$ cat src/rtl/sne_evt_packetizer.sv
// Transmit-side mUDP framer: buffers 32-bit uevents and emits header + payload packets.
// Optional macro SNE_PKT_EOP_TAIL_EN appends an EOP tail word after the payload.
module sne_evt_packetizer #(
  parameter int          FIFO_DEPTH     = 16,
  parameter int          MAX_LEN        = 16,
  parameter logic [3:0]  HDR_OPTION     = 4'hA,
  parameter int          TIMEOUT_CYCLES = 256
) (
  input  logic        clk_i,
  input  logic        rst_ni,
  input  logic        enable_i,
  input  logic [3:0]  cfg_gdst_i,
  input  logic [7:0]  cfg_ldst_i,
  input  logic        evt_valid_i,
  output logic        evt_ready_o,
  input  logic [31:0] evt_data_i,
  output logic        pkt_valid_o,
  input  logic        pkt_ready_i,
  output logic [31:0] pkt_data_o,
  output logic        pkt_last_o,
  output logic        busy_o,
  output logic        pkt_sent_o
);

  localparam int PW = $clog2(FIFO_DEPTH);
  localparam int LW = $clog2(MAX_LEN + 1);
  localparam int TW = (TIMEOUT_CYCLES > 1) ? $clog2(TIMEOUT_CYCLES) : 1;
  localparam logic [TW-1:0] T_LAST = TW'((TIMEOUT_CYCLES > 0) ? TIMEOUT_CYCLES - 1 : 0);
  localparam logic [3:0] OP_PKT_END = 4'h6;

`ifdef SNE_PKT_EOP_TAIL_EN
  localparam bit PAYLOAD_LAST = 1'b0;
`else
  localparam bit PAYLOAD_LAST = 1'b1;
`endif

  typedef enum logic [2:0] {
    IDLE,
    COLLECT,
    HEADER,
    PAYLOAD
`ifdef SNE_PKT_EOP_TAIL_EN
    , TAIL
`endif
  } state_t;

  state_t        state;
  logic [31:0]   mem [FIFO_DEPTH];
  logic [PW-1:0] wr_ptr, rd_ptr;
  logic [LW-1:0] len, rem;
  logic [TW-1:0] tcnt;

  logic          evt_fire, is_end, store, close, timeout_hit, pkt_xfer;
  logic [LW-1:0] len_next;

  assign evt_ready_o = rst_ni && enable_i && (state == IDLE || state == COLLECT)
                       && (len < LW'(MAX_LEN));
  assign evt_fire    = evt_valid_i && evt_ready_o;
  assign is_end      = (evt_data_i[31:28] == OP_PKT_END);
  assign store       = evt_fire && !is_end;
  assign len_next    = store ? len + 1'b1 : len;
  assign timeout_hit = (TIMEOUT_CYCLES != 0) && (state == COLLECT) && !evt_fire && (tcnt == T_LAST);
  // A PKT_END arriving with an empty buffer is swallowed without producing a packet.
  assign close       = (store && len == LW'(MAX_LEN - 1))
                    || (evt_fire && is_end && len != '0)
                    || timeout_hit
                    || (state == COLLECT && !enable_i);

  assign pkt_xfer    = pkt_valid_o && pkt_ready_i;
  assign pkt_sent_o  = pkt_xfer && pkt_last_o;
  assign busy_o      = (state != IDLE);

  // NOTE: payload storage has no reset; the read/write pointers alone define what is valid.
  always_ff @(posedge clk_i) begin
    if (store) mem[wr_ptr] <= evt_data_i;
  end

  always_ff @(posedge clk_i) begin
    if (!rst_ni) begin
      state       <= IDLE;
      wr_ptr      <= '0;
      rd_ptr      <= '0;
      len         <= '0;
      rem         <= '0;
      tcnt        <= '0;
      pkt_valid_o <= 1'b0;
      pkt_data_o  <= '0;
      pkt_last_o  <= 1'b0;
    end else begin
      case (state)
        IDLE, COLLECT: begin
          if (store) begin
            wr_ptr <= wr_ptr + 1'b1;
            len    <= len_next;
            tcnt   <= '0;
            state  <= COLLECT;
          end else if (state == COLLECT && !evt_fire && tcnt != T_LAST) begin
            tcnt <= tcnt + 1'b1;
          end
          if (close) begin
            state       <= HEADER;
            tcnt        <= '0;
            pkt_valid_o <= 1'b1;
            pkt_data_o  <= {HDR_OPTION, cfg_gdst_i, cfg_ldst_i, 16'(len_next)};
            pkt_last_o  <= 1'b0;
          end
        end

        HEADER: begin
          if (pkt_xfer) begin
            state      <= PAYLOAD;
            pkt_data_o <= mem[rd_ptr];
            rd_ptr     <= rd_ptr + 1'b1;
            rem        <= len - 1'b1;
            pkt_last_o <= PAYLOAD_LAST && (len == LW'(1));
          end
        end

        PAYLOAD: begin
          if (pkt_xfer) begin
            if (rem == '0) begin
`ifdef SNE_PKT_EOP_TAIL_EN
              state      <= TAIL;
              pkt_data_o <= {4'h9, 28'h0};
              pkt_last_o <= 1'b1;
`else
              state       <= IDLE;
              pkt_valid_o <= 1'b0;
              pkt_last_o  <= 1'b0;
              len         <= '0;
`endif
            end else begin
              pkt_data_o <= mem[rd_ptr];
              rd_ptr     <= rd_ptr + 1'b1;
              rem        <= rem - 1'b1;
              pkt_last_o <= PAYLOAD_LAST && (rem == LW'(1));
            end
          end
        end

`ifdef SNE_PKT_EOP_TAIL_EN
        TAIL: begin
          if (pkt_xfer) begin
            state       <= IDLE;
            pkt_valid_o <= 1'b0;
            pkt_last_o  <= 1'b0;
            len         <= '0;
          end
        end
`endif

        default: state <= IDLE;
      endcase
    end
  end

endmodule
$ cat config.mk
export PLATFORM = sky130hd
export DESIGN_NAME = sne_evt_packetizer
export DESIGN_NICKNAME = d
export VERILOG_FILES = /design/src/rtl/sne_evt_packetizer.sv
export SDC_FILE = /design/constraint.sdc
export NUM_CORES = 1
export LEC_CHECK = 0
export ABC_AREA = 1
export BUFFER_PORTS_ARGS = -buffer_cell sky130_fd_sc_hd__buf_2
export CORE_UTILIZATION = 60
export DETAILED_ROUTE_END_ITERATION = 10
export HOLD_SLACK_MARGIN = 0.02
export PLACE_DENSITY = 0.75
export SYNTH_ARGS = -nofsm -noshare
export SYNTH_HDL_FRONTEND = slang
export SYNTH_SLANG_ARGS = --single-unit
$ cat constraint.sdc
create_clock -name clk_i -period 5.7 [get_ports clk_i]
set_input_delay 1.71 -clock clk_i [delete_from_list [all_inputs] [get_ports clk_i]]
set_output_delay 1.71 -clock clk_i [all_outputs]
set_load 0.01 [all_outputs]
# After elaboration in Yosys (flattened, before gate mapping)
# Memories as Yosys holds them, arrays and structs flattened. A register that Yosys moved wholly into a read port is not among the register bits.
# Index checks and enable logic that the tools add are counted.
# word_totals
input_bits,49
output_inout_bits,37
mem_bits_rw,512
wordCells,111
reg_bits,63
mem_count,1
# memory_table
name,words,width,rd,rd_ports_with_merged_regs,write_ports,line_no,text
mem,16,32,1,1,1,48,logic [31:0] mem [FIFO_DEPTH];
# op_classes
addsub,6
n_mux,40
eq_ne,16
magnitude_cmp,1
n_reduce_logical,38
# op_table
cell,count
$mux 32,4
$pmux 32 s3,1
$mux 5,7
$mux 8,3
$mux 4,5
$pmux 5 s2,2
$reduce_and 4->1,5
$mux 3,5
$logic_and 1x1->1,14
$ne 2x2->1 const B,6
$eq 5x1->1 const B,2
$sub 5x1->5 const B,2
$mux 1,9
$pmux 3 s3,1
$reduce_bool 3->1,3
$add 4x1->4 const B,2
$add 8x1->8 const B,1
$eq 8x8->1 const B,1
$ne 8x8->1 const B,1
$pmux 4 s2,1
$eq 3x2->1 const B,2
$add 5x1->5 const B,1
$eq 5x4->1 const B,1
$logic_not 5->1,1
14 further kinds,21

# Longest topological paths before layout
# Gate-level depths: netlist of run 1.
# logic_depth
ltp_word,12
mapped_depth,14
ltp_nobuf,13

# Worst setup path before layout of run 1
# Ideal clock, no wire load.
# synth_timing
path_kind,input to register
startpoint,in rst_ni
endpoint,mem mem[0][0] (enable)
arrival_time_ns,3.940
path_buffers,2
cell_stages,8
setup_slack_ns,1.339
setup_ns,0.421
path_cell_list,buf_4 nand2_2 nor2_4 nand3_4 inv_1 buf_4 nand2_1 nor2_1
# synth_via
elab_chain_len,7
# synth_rtl
item,line_no,text
"start, declared",10,"input logic rst_ni,"
$logic_and 1x1->1 (2 in series),56,assign evt_ready_o = rst_ni && enable_i && (state == IDLE || state == COLLECT)
$logic_and 1x1->1,57,&& (len < LW'(MAX_LEN));
net evt_ready_o,15,"output logic evt_ready_o,"
$logic_and 1x1->1,58,assign evt_fire = evt_valid_i && evt_ready_o;
$logic_and 1x1->1,60,assign store = evt_fire && !is_end;
$mux 1,75,if (store) mem[wr_ptr] <= evt_data_i;
$mux 1 (not written as such),75,
"end, declared",48,
# The timed path passes the listed nets, and every way through them passes these cells.

# Worst setup path after layout of run 1
# layout_timing
startpoint,in rst_ni
endpoint,out evt_ready_o
# layout_via
elab_chain_len,3
# layout_rtl
item,line_no
$logic_and 1x1->1 (2 in series),56
$logic_and 1x1->1,57
"end, declared",15
# Every way passes these cells.

==> impl_metrics.json, run 1 <==
{
  "status": "finished, final reports clean",
  "avgViaCountPerCell": 5.697,
  "coreArea_mm2": 0.03991,
  "clock_latency_ns": 0.61,
  "grt_usage_pct": 27.51,
  "place_ws_ns": 1.120,
  "crit_path_max_fanout": 18,
  "cts_root_buf": "clkbuf_16",
  "die_height_um": 203.5,
  "finClkSkew_ns": 0.01493,
  "cp_data_arrival_time_ns": 2.48,
  "ys_types": 37,
  "finalCritPeriodShare_pct": 73.45,
  "layout_setup_ws_ns": 1.513,
  "grt_pass1_wl_um": 86930,
  "grt_pass1_vias": 15641,
  "clockBufferDepth": 3,
  "overflow": 0,
  "syn_avg_cell_area_um2": 10.68,
  "yosys_warnings": 0,
  "fp.dieW_um": 203.5,
  "num_rows": 73,
  "rr_endpoint": "mem[0][9]$_DFFE_PP_",
  "finalSetupViolCount": 0,
  "drv_slew": 0,
  "yosys-top-cells-area": "edfxtp_1 (63%), nand2_1 (8.4%), dfxtp_1 (5.4%)",
  "rr_startpoint": "state[1]$_SDFFE_PN0P_",
  "fillers": 2902,
  "p_leak_nw": 10.37,
  "drtIter0Drc": 1826,
  "path_clk_slew_ns": 0.06,
  "final_cell_mix": "nand2_1 (542), edfxtp_1 (512), nand3_1 (254)",
  "setup_tns_ns": 0,
  "drt_wl_total_um": 55900,
  "ioPinCount": 86,
  "syn_inst": 2280,
  "numPortBuffers": 85,
  "tritoncts": "yes",
  "dieArea_mm2": 0.04140,
  "drtAntennaViolNets": 0,
  "cp.required_ns": 3.99,
  "num_vias": 16481,
  "numCtsBuffers": 57,
  "holdPathEnd": "pkt_data_o[30]$_SDFFE_PN0P_",
  "grt_max_degree": 116,
  "area_growth_pct": 9.814,
  "synth_nets": 2342,
  "cts_resized": 0,
  "hpwlAfterDp_um": 32390,
  "drv_cap": 0,
  "cts-hold-fix-buffers": 0,
  "synth_top_area_cell": "edfxtp_1",
  "crit_start": "rst_ni",
  "final_common_cell": "nand2_1",
  "htree_num_levels": 2,
  "p_per_area_mw_per_mm2": 406.8,
  "tightest_slew_ns": 1.137,
  "reg2regPathDepth": 9,
  "hold_violations": 0,
  "wl_per_cell_um": 19.32,
  "post-route-min-period_ns": 4.187,
  "first_pass_iters": 6,
  "drive_gt1_share_pct": 9.506,
  "fmaxAchievable_mhz": 238.8,
  "drc": 0,
  "reg2reg_slack_ns": 2.39,
  "antenna_found_initial": 2,
  "syn_area_mm2": 0.02435,
  "rsz0062_at_grt": "false",
  "gp_congestion": 0.8805,
  "synth_top_area_share_pct": 63.14,
  "cts.sink_count": 578,
  "vdd_drop_max_uv": 264.5,
  "hp-start": "pkt_data_o[30]$_SDFFE_PN0P_",
  "end_kind": "output pin",
  "final_nets": 2387,
  "crit_type": "input port to output pin",
  "whs_path_depth": 2,
  "synth_seq_area_share_pct": 68.56,
  "total_power_w": 0.01088,
  "utilization_pct": 67.00,
  "post_cts_buffers": 0,
  "holdWs_ns": 0.4656,
  "initial_core_util_pct": 61.01,
  "relSlewSlack_pct": 24.01,
  "ys_ff_latch": 578,
  "startpoint_type": "input port",
  "worstHoldPathType": "register to register"
}
-- worst max-delay path: stages --
cell and delay, ns:
buf_2 0.32, nand2_2 0.11, nor2_4 0.18, buf_2 0.16
-- synth_stat cells --
| cell type | number |
|---|---|
| clkbuf_1 | 34 |
| edfxtp_1 | 512 |
| nor2_1 | 221 |
| o221ai_1 | 2 |
| nand2_1 | 542 |
| or2_2 | 1 |
| nand2_4 | 1 |
| o21ai_0 | 129 |
| buf_6 | 16 |
| o21ai_1 | 9 |
| nand3_1 | 254 |
| clkinv_2 | 1 |
| nor4_1 | 1 |
| o211ai_1 | 53 |
| inv_2 | 4 |
| buf_4 | 7 |
| nand4_2 | 1 |
| a21oi_1 | 56 |
| a31oi_1 | 1 |
| xor2_1 | 5 |
| dfxtp_1 | 66 |
| o22ai_1 | 7 |
| buf_2 | 61 |
| ha_1 | 13 |
| nand3_4 | 1 |
| or2_1 | 1 |
| buf_1 | 6 |
| nand3_2 | 1 |
| nor2_2 | 5 |
| inv_4 | 3 |
| nand2_2 | 4 |
| nand4_1 | 4 |
| a211oi_1 | 2 |
| inv_1 | 243 |
| nor2_4 | 1 |
| nor3_1 | 11 |
| and3_1 | 1 |
-- metrics by stage --
stage / area, µm² / cells
floorplan: 24350 / 2280
global placement: 25070 / 2791
detailed placement: 25070 / 2791
CTS: 26740 / 2892
global route: 26740 / 2893
finish: 26740 / 2893
-- logic make-up (layout without fill, tap and decap cells) --
logic type / count (synthesis) / in the layout / synth area share (%)
AO/OA/AOI/OAI: 259 / 259 / 5.960
XOR/XNOR: 5 / 5 / 0.1798
adder cells (fa/ha/maj): 13 / 13 / 0.6680
buffers and inverters: 375 / 462 / 6.731
flip-flops: 578 / 578 / 68.56
other: 0 / 1 / 0
AND/OR/NAND/NOR: 1050 / 1050 / 17.90
-- registers in the layout, indices dropped and copies added (netlist names), named ones only --
| register | count |
|---|---|
| state | 2 |
| pkt_last_o | 1 |
| pkt_data_o | 32 |
| tcnt | 8 |
| pkt_valid_o | 1 |
| mem | 512 |
| rd_ptr | 4 |
| wr_ptr | 4 |
| len | 5 |
| rem | 5 |
-- power by group --
part | internal [W] | switching [W] | leakage (nW) | total, W
sequential | 0.00474 | 0.000151 | 5.14 | 0.00489
combinational | 0.000738 | 0.00181 | 4.41 | 0.00255
clock | 0.00192 | 0.00152 | 0.814 | 0.00344
total | 0.00740 | 0.00348 | 10.4 | 0.0109
-- worst max-delay path by stage --
stage	to	slack [ns]	depth (start not counted)
global route	evt_ready_o	1.47	4
global placement	mem[0][3]$_DFFE_PP_	1.27	8
CTS	evt_ready_o	1.52	4
finish	evt_ready_o	1.51	4
detailed placement	mem[0][3]$_DFFE_PP_	1.12	8
floorplan	mem[0][0]$_DFFE_PP_	1.34	8
-- per-layer routing --
layer,GRT usage [%],wire (µm)
met5,0,12
met3,5.593,5064
met1,39.16,23420
met4,8.459,1388
met2,42.92,26010
-- cell type report --
cell class	instances	area, µm²	share of cell area (%)
antenna	1	2.502	0.009358
tap	525	656.9	2.456
inverter	251	955.9	3.575
timing repair buffer	110	613.1	2.293
sequential	578	16700	62.46
multi-input combinational	1327	6137	22.95
clock inverter	27	182.7	0.6831
clock buffer	74	1490	5.572
Power figures use the tool's default switching activity.
==> run 2, diff against run 1 <==
ABC_AREA = 0   (was 1)
clock period = 3.9 ns   (was 5.7 ns; I/O delays follow)
==> impl_metrics.json, run 2 <==
{
  "htree_num_levels": 2,
  "vdd_drop_max_uv": 451.3,
  "fp.dieW_um": 195.8,
  "fmaxAchievable_mhz": 341.1,
  "critPathMaxStageDelay_ns": 0.17,
  "p_leak_nw": 8.172,
  "synth_seq_area_share_pct": 74.13,
  "drtAntennaViolNets": 0,
  "startpoint_type": "input port",
  "tightest_slew_ns": 0.9460,
  "yosys-top-cells-area": "edfxtp_1 (68%), mux4_2 (14%), dfxtp_1 (5.9%)",
  "synth_top_area_share_pct": 68.26,
  "cp_data_arrival_time_ns": 1.76,
  "crit_chain": "buf_2 > nand4bb_4 > inv_2 > buf_2",
  "worstHoldPathType": "register to register",
  "drive_gt1_share_pct": 31.23,
  "post_cts_buffers": 0,
  "numCtsBuffers": 56,
  "num_rows": 70,
  "yosys_warnings": 0,
  "synth_nets": 1200,
  "final_common_cell": "edfxtp_1",
  "path_clk_slew_ns": 0.06,
  "cts_resized": 0,
  "cp_slowest_cell": "nand4bb_4",
  "finClkSkew_ns": 0.02346,
  "ys.flop_type": "edfxtp_1",
  "syn_area_mm2": 0.02252,
  "synth_top_area_cell": "edfxtp_1",
  "async_flop_share_pct": 0,
  "setup_tns_ns": 0,
  "syn_inst": 1138,
  "hpwlAfterDp_um": 28390,
  "numPortBuffers": 85,
  "clockBufferDepth": 3,
  "initial_core_util_pct": 61.23,
  "tritoncts": "yes",
  "ioPinCount": 86,
  "end_kind": "output pin",
  "cts-hold-fix-buffers": 0,
  "largest_register_ffs": 512,
  "clock_latency_ns": 0.61,
  "syn_avg_cell_area_um2": 19.79,
  "overflow": 0,
  "grt_max_degree": 64,
  "path_buf_inv": 3,
  "post-route-min-period_ns": 2.931,
  "ys_ff_latch": 578,
  "path_depth": 4,
  "drc": 0,
  "first_pass_iters": 5,
  "critPathCapture": "evt_ready_o",
  "grt_pass1_wl_um": 73670,
  "crit_start": "enable_i",
  "finalCritPeriodShare_pct": 75.16,
  "coreArea_mm2": 0.03679,
  "dieArea_mm2": 0.03832,
  "cp.required_ns": 2.73,
  "ys_types": 67,
  "top_regs": "mem x512, pkt_data_o x32, tcnt x8",
  "grt_pass1_vias": 11650,
  "die_height_um": 195.8,
  "drt_wl_total_um": 48840,
  "wl_per_cell_um": 27.42,
  "largest-register": "mem",
  "grt_usage_pct": 26.61,
  "holdWs_ns": 0.4432,
  "final_nets": 1328,
  "drv_slew": 0,
  "synth.top_cells.by_count": "edfxtp_1 (512), mux4_2 (143), dfxtp_1 (66)",
  "critPathTopFamily": "buffers and inverters",
  "synth_edf_count": 512,
  "reg2regPathDepth": 5,
  "status": "finished, final reports clean",
  "crit_type": "input port to output pin",
  "finalSetupViolCount": 0,
  "avgViaCountPerCell": 6.446,
  "final_cell_mix": "edfxtp_1 (512), mux4_2 (143), buf_2 (85)",
  "drtIter0Drc": 1078,
  "gp_congestion": 0.8049,
  "reg2reg_slack_ns": 1.26,
  "drv_cap": 0,
  "crit_path_max_fanout": 5,
  "path_common_cell": "buf_2",
  "synth.most_common_cell": "edfxtp_1",
  "cts.sink_count": 578,
  "cts_root_buf": "clkbuf_16",
  "rr_endpoint": "pkt_data_o[6]$_SDFFE_PN0P_",
  "p_per_area_mw_per_mm2": 546.1,
  "rsz0062_at_grt": "false",
  "antenna_cells": 0,
  "antenna_found_initial": 0,
  "area_growth_pct": 14.38,
  "relSlewSlack_pct": 36.93,
  "hold_violations": 0,
  "num_vias": 11480,
  "total_power_w": 0.01407
}
==> run 2: cell types whose count changed in the layout (fill, tap and decap cells not counted), moves of 21 or more <==
cell / before / now
nand2_1: 542 / 42
nand3_1: 254 / 21
inv_1: 243 / 23
nor2_1: 205 / 28
mux4_2: 0 / 143
o21ai_0: 129 / 8
o211ai_1: 53 / 1
a21oi_1: 56 / 17
mux2i_1: 0 / 27
o21ai_1: 9 / 30
==> run 2: metrics by stage <==
step | utilization, % | instance area (µm²) | setup WS, ns | std cells
5_1_grt | 70.03 | 25760 | 0.9406 | 1781
3_3_place_gp | 64.93 | 23890 | 0.5031 | 1676
3_5_place_dp | 64.93 | 23890 | 0.4885 | 1676
6_report | 70.03 | 25760 | 0.9686 | 1781
4_1_cts | 70.03 | 25760 | 0.9804 | 1781
2_1_floorplan | - | 22560 | -0.1750 | 1138
==> run 2: cell type report <==
type / count / area, µm²
clock buffer: 66 / 1449
clock inverter: 39 / 427.9
fill: 2267 / 11020
inverter: 24 / 90.09
multi-input combinational: 473 / 5593
sequential: 578 / 16710
tap: 468 / 585.6
timing repair buffer: 133 / 910.9
==> run 2: kinds of logic after synthesis <==
group / synth area share (%)
DFF: 74.13
muxes: 15.90
and+or+nand+nor: 3.411
AOI/OAI and AO/OA: 3.577
buffers and inverters: 1.644
xor gates and xnor gates: 0.6222
adders and majority gates: 0.7222
==> run 2: worst min path at each step <==
stage / start / end / cells past startpoint
floorplan: rem[1]$_SDFFE_PN0P_ / rem[1]$_SDFFE_PN0P_ / 2
global placement: pkt_data_o[28]$_SDFFE_PN0P_ / pkt_data_o[28]$_SDFFE_PN0P_ / 2
detailed placement: pkt_data_o[28]$_SDFFE_PN0P_ / pkt_data_o[28]$_SDFFE_PN0P_ / 2
CTS: pkt_data_o[28]$_SDFFE_PN0P_ / pkt_data_o[28]$_SDFFE_PN0P_ / 2
global route: pkt_data_o[9]$_SDFFE_PN0P_ / pkt_data_o[9]$_SDFFE_PN0P_ / 2
finish: pkt_data_o[11]$_SDFFE_PN0P_ / pkt_data_o[11]$_SDFFE_PN0P_ / 2
==> run 2: metal layers <==
layer	up-vias	part of all wire [%]	track usage [%]
met5	-	0	0
met3	72	7.6	4.831
li1	4929	-	-
met1	5974	41	38.08
met4	0	2.3	7.060
met2	505	49	43.06
==> run 2: power by group <==
group	internal, W	switching, W
logic	0.000775	0.000807
registers	0.00684	0.000150
clock network	0.00320	0.00229
total	0.0108	0.00325
==> run 2: worst min-delay path, stage by stage (launching register included) <==
cell	delay (ns)
dfxtp_1	0.30
nand2_1	0.05
o21ai_1	0.05
